==> config.mk <==
export PLATFORM = sky130hd
export DESIGN_NAME = ifetch_beat_unpacker
export DESIGN_NICKNAME = d
export VERILOG_FILES = /design/src/rtl/ifetch_pkg.sv /design/src/rtl/ifetch_beat_unpacker_insn_queue.sv /design/src/rtl/ifetch_beat_unpacker.sv
export SDC_FILE = /design/constraint.sdc
export NUM_CORES = 2
export LEC_CHECK = 0
export BUFFER_PORTS_ARGS = -buffer_cell sky130_fd_sc_hd__buf_2
export CORE_MARGIN = 2
export CORE_UTILIZATION = 45
export CTS_BUF_LIST = sky130_fd_sc_hd__clkbuf_2
export CTS_CLUSTER_SIZE = 28
export DETAILED_ROUTE_END_ITERATION = 8
export MAX_ROUTING_LAYER = met4
export PLACE_DENSITY_LB_ADDON = 0.15
export SLEW_MARGIN = 30
export SYNTH_ARGS = -nofsm -noshare
export SYNTH_HDL_FRONTEND = slang
export SYNTH_HIERARCHICAL = 1
export SYNTH_SLANG_ARGS = --single-unit
==> constraint.sdc <==
create_clock -name clk -period 29.1 [get_ports clk]
set_input_delay 8.73 -clock clk [delete_from_list [all_inputs] [get_ports clk]]
set_output_delay 8.73 -clock clk [all_outputs]
set_load 0.01 [all_outputs]
==> src/rtl/ifetch_pkg.sv <==
// Shared types for the instruction-fetch beat unpacker.
//   fetch_entry_t  : one queued instruction with its PC and bus-error flag
//   unpack_state_t : burst tracking state of the unpacker
//   LINE_BYTES     : size of one fetched cache line in bytes
package ifetch_pkg;

   localparam int LINE_BYTES = 64;

   typedef struct packed {
      logic [31:0] instr;
      logic [63:0] pc;
      logic        fault;
   } fetch_entry_t;

   typedef enum logic [1:0] {
      IDLE,
      STREAM,
      DRAIN
   } unpack_state_t;

endpackage

==> src/rtl/ifetch_beat_unpacker_insn_queue.sv <==
// insn_queue: circular FIFO of fetch_entry_t accepting up to two pushes and
// one pop per cycle, with a synchronous flush.
// Ports:
//   clk, reset      clock, synchronous active-low reset
//   flush           empty the queue; same-cycle pushes and pop are dropped
//   push_a, entry_a first entry to write this cycle
//   push_b, entry_b second entry (only meaningful together with push_a)
//   pop             remove the head entry (ignored when empty)
//   head            head entry, combinational; all zero when empty
//   count           number of entries held
module insn_queue
   import ifetch_pkg::*;
#(
   parameter int DEPTH = 16
) (
   input  logic                       clk,
   input  logic                       reset,
   input  logic                       flush,
   input  logic                       push_a,
   input  fetch_entry_t               entry_a,
   input  logic                       push_b,
   input  fetch_entry_t               entry_b,
   input  logic                       pop,
   output fetch_entry_t               head,
   output logic [$clog2(DEPTH+1)-1:0] count
);

   localparam int PW = $clog2(DEPTH);
   localparam int CW = $clog2(DEPTH + 1);

   fetch_entry_t    mem_reg [DEPTH];
   logic [PW-1:0]   wr_ptr_reg;
   logic [PW-1:0]   rd_ptr_reg;
   logic [CW-1:0]   count_reg;
   logic [PW-1:0]   wr_ptr_b;
   logic            do_pop;
   logic [1:0]      push_cnt;

   assign wr_ptr_b = wr_ptr_reg + PW'(1);
   assign do_pop   = pop && (count_reg != '0);
   assign push_cnt = {1'b0, push_a} + {1'b0, push_b};

   // Storage holds no reset; entries are only visible through count.
   always_ff @(posedge clk) begin
      if (!flush) begin
         if (push_a) mem_reg[wr_ptr_reg] <= entry_a;
         if (push_b) mem_reg[wr_ptr_b]   <= entry_b;
      end
   end

   always_ff @(posedge clk) begin
      if (!reset) begin
         wr_ptr_reg <= '0;
         rd_ptr_reg <= '0;
         count_reg  <= '0;
      end else if (flush) begin
         wr_ptr_reg <= '0;
         rd_ptr_reg <= '0;
         count_reg  <= '0;
      end else begin
         wr_ptr_reg <= wr_ptr_reg + PW'(push_cnt);
         rd_ptr_reg <= rd_ptr_reg + PW'(do_pop);
         count_reg  <= count_reg + CW'(push_cnt) - CW'(do_pop);
      end
   end

   // Mask the head when empty so stale or uninitialised storage never leaks out.
   assign head  = (count_reg != '0) ? mem_reg[rd_ptr_reg] : '0;
   assign count = count_reg;

endmodule

==> src/rtl/ifetch_beat_unpacker.sv <==
// ifetch_beat_unpacker: turns one 8-beat, 64-bit AXI read burst of an
// instruction line into a stream of PC-tagged 32-bit instructions, dropping
// those below the requested PC, and hands them to decode one per cycle.
// Ports:
//   clk, reset                 clock, synchronous active-low reset
//   burst_start, burst_pc      new line request accepted; requested PC
//   flush                      redirect: empty queue, discard rest of burst
//   m_axi_r*                   AXI read-data channel (rready is an output)
//   out_valid/out_ready        decode handshake
//   out_instr/out_pc/out_fault head instruction, its PC and bus-error flag
//   burst_done                 pulse the cycle after the rlast beat is taken
//   count                      instructions currently queued
module ifetch_beat_unpacker
   import ifetch_pkg::*;
#(
   parameter int DATA_WIDTH = 64,
   parameter int INSN_WIDTH = 32,
   parameter int DEPTH      = 16,
   parameter int BEATS      = 8
) (
   input  logic                       clk,
   input  logic                       reset,
   input  logic                       burst_start,
   input  logic [63:0]                burst_pc,
   input  logic                       flush,
   input  logic [DATA_WIDTH-1:0]      m_axi_rdata,
   input  logic [1:0]                 m_axi_rresp,
   input  logic                       m_axi_rlast,
   input  logic                       m_axi_rvalid,
   output logic                       m_axi_rready,
   output logic                       out_valid,
   input  logic                       out_ready,
   output logic [INSN_WIDTH-1:0]      out_instr,
   output logic [63:0]                out_pc,
   output logic                       out_fault,
   output logic                       burst_done,
   output logic [$clog2(DEPTH+1)-1:0] count
);

   localparam int          CW        = $clog2(DEPTH + 1);
   localparam logic [63:0] LINE_MASK = 64'(BEATS * 8 - 1);

   unpack_state_t state_reg, state_next;
   logic [63:0]   beat_pc_reg, beat_pc_next;
   logic [63:0]   skip_pc_reg, skip_pc_next;
   logic          burst_done_reg;

   logic          beat_fire;
   logic          stream_push;
   logic          keep_lo, keep_hi;
   logic          push_a, push_b;
   logic          pop;
   fetch_entry_t  entry_lo, entry_hi, entry_a, head;
   logic [CW-1:0] q_count;
   int            free_slots;

   // Registered count only: a pop in this cycle does not open room for a beat.
   always_comb begin
      free_slots   = DEPTH - int'(q_count);
      m_axi_rready = 1'b0;
      case (state_reg)
         STREAM:  m_axi_rready = (free_slots >= 2);
         DRAIN:   m_axi_rready = 1'b1;
         default: m_axi_rready = 1'b0;
      endcase
   end

   assign beat_fire = m_axi_rvalid && m_axi_rready;

   assign entry_lo = '{instr: m_axi_rdata[INSN_WIDTH-1:0],
                       pc:    beat_pc_reg,
                       fault: |m_axi_rresp};
   assign entry_hi = '{instr: m_axi_rdata[DATA_WIDTH-1:INSN_WIDTH],
                       pc:    beat_pc_reg + 64'd4,
                       fault: |m_axi_rresp};

   // Words below the requested PC are dropped; a kept low word implies a kept high word.
   assign keep_lo     = (beat_pc_reg >= skip_pc_reg);
   assign keep_hi     = ((beat_pc_reg + 64'd4) >= skip_pc_reg);
   assign stream_push = (state_reg == STREAM) && beat_fire && !flush;

   // Kept words are packed into slot a first so the queue always sees a then b.
   assign push_a  = stream_push && (keep_lo || keep_hi);
   assign push_b  = stream_push && keep_lo && keep_hi;
   assign entry_a = keep_lo ? entry_lo : entry_hi;

   assign out_valid = (q_count != '0);
   assign pop       = out_valid && out_ready;

   insn_queue #(
      .DEPTH (DEPTH)
   ) u_queue (
      .clk     (clk),
      .reset   (reset),
      .flush   (flush),
      .push_a  (push_a),
      .entry_a (entry_a),
      .push_b  (push_b),
      .entry_b (entry_hi),
      .pop     (pop),
      .head    (head),
      .count   (q_count)
   );

   always_comb begin
      state_next   = state_reg;
      beat_pc_next = beat_pc_reg;
      skip_pc_next = skip_pc_reg;
      case (state_reg)
         IDLE: begin
            // A flush in the same cycle belongs to the old stream: do not start.
            if (burst_start && !flush) begin
               state_next   = STREAM;
               beat_pc_next = burst_pc & ~LINE_MASK;
               skip_pc_next = burst_pc & ~64'h3;
            end
         end
         STREAM: begin
            if (beat_fire) beat_pc_next = beat_pc_reg + 64'd8;
            if (beat_fire && m_axi_rlast) state_next = IDLE;
            else if (flush)               state_next = DRAIN;
         end
         DRAIN: begin
            if (beat_fire && m_axi_rlast) state_next = IDLE;
         end
         default: state_next = IDLE;
      endcase
   end

   always_ff @(posedge clk) begin
      if (!reset) begin
         state_reg      <= IDLE;
         beat_pc_reg    <= '0;
         skip_pc_reg    <= '0;
         burst_done_reg <= 1'b0;
      end else begin
         state_reg      <= state_next;
         beat_pc_reg    <= beat_pc_next;
         skip_pc_reg    <= skip_pc_next;
         burst_done_reg <= beat_fire && m_axi_rlast;
      end
   end

   assign out_instr  = head.instr;
   assign out_pc     = head.pc;
   assign out_fault  = head.fault;
   assign burst_done = burst_done_reg;
   assign count      = q_count;

endmodule

==> results <==
- The min-delay analysis places its worst path in the category reg2reg.
- For this run, the register share of the synthesized area comes to 55.7%.
- The Yosys step of the flow raised 6 warnings.
- The count of hold buffers inserted by post-cts repair is 0.
- The worst path uses 53.2% of the clock period.
- STA classifies the critical path endpoint as an output pin.
- The worst slack after detailed placement is 15400 ps.
- The first global-routing pass estimated 399 mm of wire.
- Setup repair after global routing left no endpoint under its margin.
- The maximum fanout count along the critical path is 52.
- The actual slew at the worst max-slew pin is 1290 ps.
- The floorplan core area is 195000 um2.
- The flow ran to the end, and the final reports show no timing, DRC or antenna violations.
- The H-tree was split into 5 levels.
- The via count of the first global-routing pass came to 56.3k.
- The fill cell instance count of the final layout is 17.4k.
- In this run the post-CTS setup repair buffer count came out at 0.
- The final-stage net count is 6590.
- The area enclosed by the die boundary is 201000 um2.
- Gates resized during post-CTS repair numbered 0.
- The HPWL after detailed placement is 149 mm.
- The longest clock path from root to sink contains 4 buffers.
- Clock skew on the completed layout was measured at 209 ps.
- The number of buffers created by CTS is 466.
- The first-pass iteration count of the detailed router is 7.
- The power per unit of standard cell area is 52.0 nW/um2.
- The die is 448 um wide.
- The hold path endpoint is skip_pc_reg[56].
- The average wire length per cell after detail routing is 30.0 um.
- The static leakage is 0.0338 uW.
- The number of synthesized flops with an enable pin is 1552.
- The y dimension of the die is 448 um.
- The synthesized netlist occupies a cell area of 88700 um2.
- The worst path needs 15470 ps of the cycle, external delays included.
- In this run the critical register-to-register path is launched from beat_pc_reg[43].
- The setup slack on the worst flop-to-flop path is 22080 ps.
- Clock-pin slew was measured on the worst setup and hold paths at 90 ps.
- The floorplan has 162 rows.
- Setup violations remaining at the end of the flow were counted as 0.
- The worst setup path is launched from a register.
- The final count of pins violating max slew was 0.
- The number of instances in the synthesized netlist is 6105.
- Counting every sink on the clock net gives 1691.
- The via count is 55.8k.
- The cell depth of the worst flop-to-flop path is 14.
- At the end of routability-driven placement, the weighted congestion stood at 0.860.
- The total global-route track usage is 28.4%.
- The final count of hold timing violations is 0.
- The initial antenna violation count came to 15.
- Of the cells placed in the final design, the portion with a size suffix greater than 1 is 47.1%.
- The maximum number of pins on one net before global-route repair is 97.
- The per-cell via count in the routed design is 6.01.
- The total overflow left after global routing is 0.
- The TritonCTS clock tree is yes.
- After synthesis the netlist holds a flip-flop and latch count of 1691.
- Among all flip-flop cells after synthesis, the most frequent one is sky130_fd_sc_hd__edfxtp_1.
- The DRC violation count after routing is 0.
- The synthesized netlist contains 82 unique library cells.
- The critical path data required time is 20370 ps.
- The average instance in the mapped netlist occupies 14.5 um2.
- 242 I/O pins were placed.
- The tree is rooted in a sky130_fd_sc_hd__clkbuf_2.
- Summed over all failing endpoints, the final setup total negative slack is 0 ps.
- The normalized max-slew margin is 13.7%.
- Data on the critical path arrives at its endpoint at 6740 ps.
- Compared with the post-synthesis result, the final layout area differs by 8.78%.
- For this block, the routed nets add up to 278 mm of wire.
- The DRC marker count from the first detailed-route iteration is 5396.
- After synthesis, the share of flip-flops with an asynchronous set or reset is 0%.
- The register with the most flip-flops in the layout has 1552 of them.
- The start point of the worst min-delay path is skip_pc_reg[56].
- The type of the worst setup path is reg2out.
- The clock reaches the later pin of the worst-skew pair after 1990 ps.
- The endpoint of the worst register-to-register path is u_queue/mem_reg[7][55].
- The most frequent standard cell in the layout excluding fill and tap cells is sky130_fd_sc_hd__mux2_2.
- The worst path setup slack after routing is 13630 ps.
- The number of max-cap violations is 0.
- The maximum frequency from static timing analysis is 64.6 MHz.
- Once the floorplan was initialized, standard cells occupied 45.4% of the core.
- In the layout the commonest cells are sky130_fd_sc_hd__mux2_2, sky130_fd_sc_hd__edfxtp_1, sky130_fd_sc_hd__clkbuf_2, sky130_fd_sc_hd__nand2_1, sky130_fd_sc_hd__mux4_2.
- The worst-case vdd ir drop is 40.3 uV.
- Buffers placed on the I/O ports in this run total 239.
- The number of cells traversed by the worst hold path is 2.
- The number of nets with antenna violations after routing is 0.
-- cell families (layout without fill, tap and decap cells) --
family / count (synthesis) / in the layout / share of synthesized area (%)
compound gates: 678 / 678 / 5.14
xor+xnor: 8 / 8 / 0.0790
fa+ha+maj: 139 / 139 / 1.98
buf+inv: 798 / 1306 / 3.52
flops: 1691 / 1691 / 55.7
mux: 2072 / 2072 / 29.8
other cells: 2 / 51 / 0.00847
simple gates: 717 / 717 / 3.82
-- final cells by class --
class	count	area, um2	share of cell area, %
flip-flops and latches	1691	49400	51.2
multi-input cells	3649	36700	38.0
clock buffers	718	3590	3.73
well taps	2624	3280	3.40
repair buffers	412	2790	2.89
inverters	94	355	0.368
clock inverters	82	315	0.327
diodes	16	40.0	0.0415
-- per-stage QoR --
step / hold slack (ps) / instances / instance area [um2] / power [uW] / utilization (%)
finish: 459 / 9286 / 96400 / 5010 / 49.4
floorplan: 436 / 6138 / 88800 / 3270 / -
global route: 481 / 9285 / 96400 / 5250 / 49.4
global placement: 444 / 8458 / 92100 / 3380 / 47.1
detailed placement: 447 / 8467 / 92400 / 3400 / 47.3
CTS: 459 / 9267 / 96300 / 5060 / 49.3
-- synthesized netlist by cell type (23+ instances only) --
cell type,number,area [um2]
sky130_fd_sc_hd__clkbuf_1,514,1930
sky130_fd_sc_hd__a211oi_1,23,173
sky130_fd_sc_hd__dfxtp_1,139,2780
sky130_fd_sc_hd__a21oi_1,182,911
sky130_fd_sc_hd__inv_1,93,349
sky130_fd_sc_hd__a22oi_1,193,1450
sky130_fd_sc_hd__buf_1,87,327
sky130_fd_sc_hd__nor3_1,25,125
sky130_fd_sc_hd__mux2i_1,193,1930
sky130_fd_sc_hd__o211ai_1,103,773
sky130_fd_sc_hd__ha_1,137,1710
sky130_fd_sc_hd__nand3_1,137,686
sky130_fd_sc_hd__mux2_2,1587,17900
sky130_fd_sc_hd__nand2_1,341,1280
sky130_fd_sc_hd__edfxtp_1,1552,46600
sky130_fd_sc_hd__nor2_1,88,330
sky130_fd_sc_hd__nand4_1,29,181
sky130_fd_sc_hd__mux4_2,292,6580
sky130_fd_sc_hd__buf_2,103,515
sky130_fd_sc_hd__o21ai_0,67,335
-- critical path, cell delays in order, from the launching register on --
cell and delay, ps:
sky130_fd_sc_hd__dfxtp_4 750, sky130_fd_sc_hd__buf_4 740, sky130_fd_sc_hd__buf_4 820, sky130_fd_sc_hd__buf_6 710, sky130_fd_sc_hd__mux2i_1 160, sky130_fd_sc_hd__a22oi_1 280
sky130_fd_sc_hd__a22oi_1 130, sky130_fd_sc_hd__o211ai_1 840, sky130_fd_sc_hd__buf_2 290
-- per-layer routing --
layer	part of all wire, %	global-route usage (%)	wire length (um)
met3	7.0	3.95	19400
met1	43	38.0	118000
met5	0	-	0
met2	48	45.3	133000
met4	2.6	8.65	7330
-- how the worst max path moves through the flow --
stage                                from                     end  cells after the start
detailed placement                  flush  u_queue/mem_reg[2][54]                     10
global route        u_queue/rd_ptr_reg[0]              out_pc[30]                      8
global placement    u_queue/rd_ptr_reg[0]              out_pc[30]                      8
finish              u_queue/rd_ptr_reg[0]              out_pc[30]                      8
CTS                 u_queue/rd_ptr_reg[0]              out_pc[30]                      8
floorplan                    m_axi_rvalid   u_queue/mem_reg[0][0]                      9
-- power breakdown --
part	leakage [uW]	internal (uW)	switching, uW	total, uW
Combinational	0.0155	302	299	601
Clock	0.00314	643	1020	1660
Sequential	0.0152	2730	24.0	2750
(Power assumes the default switching activity.)
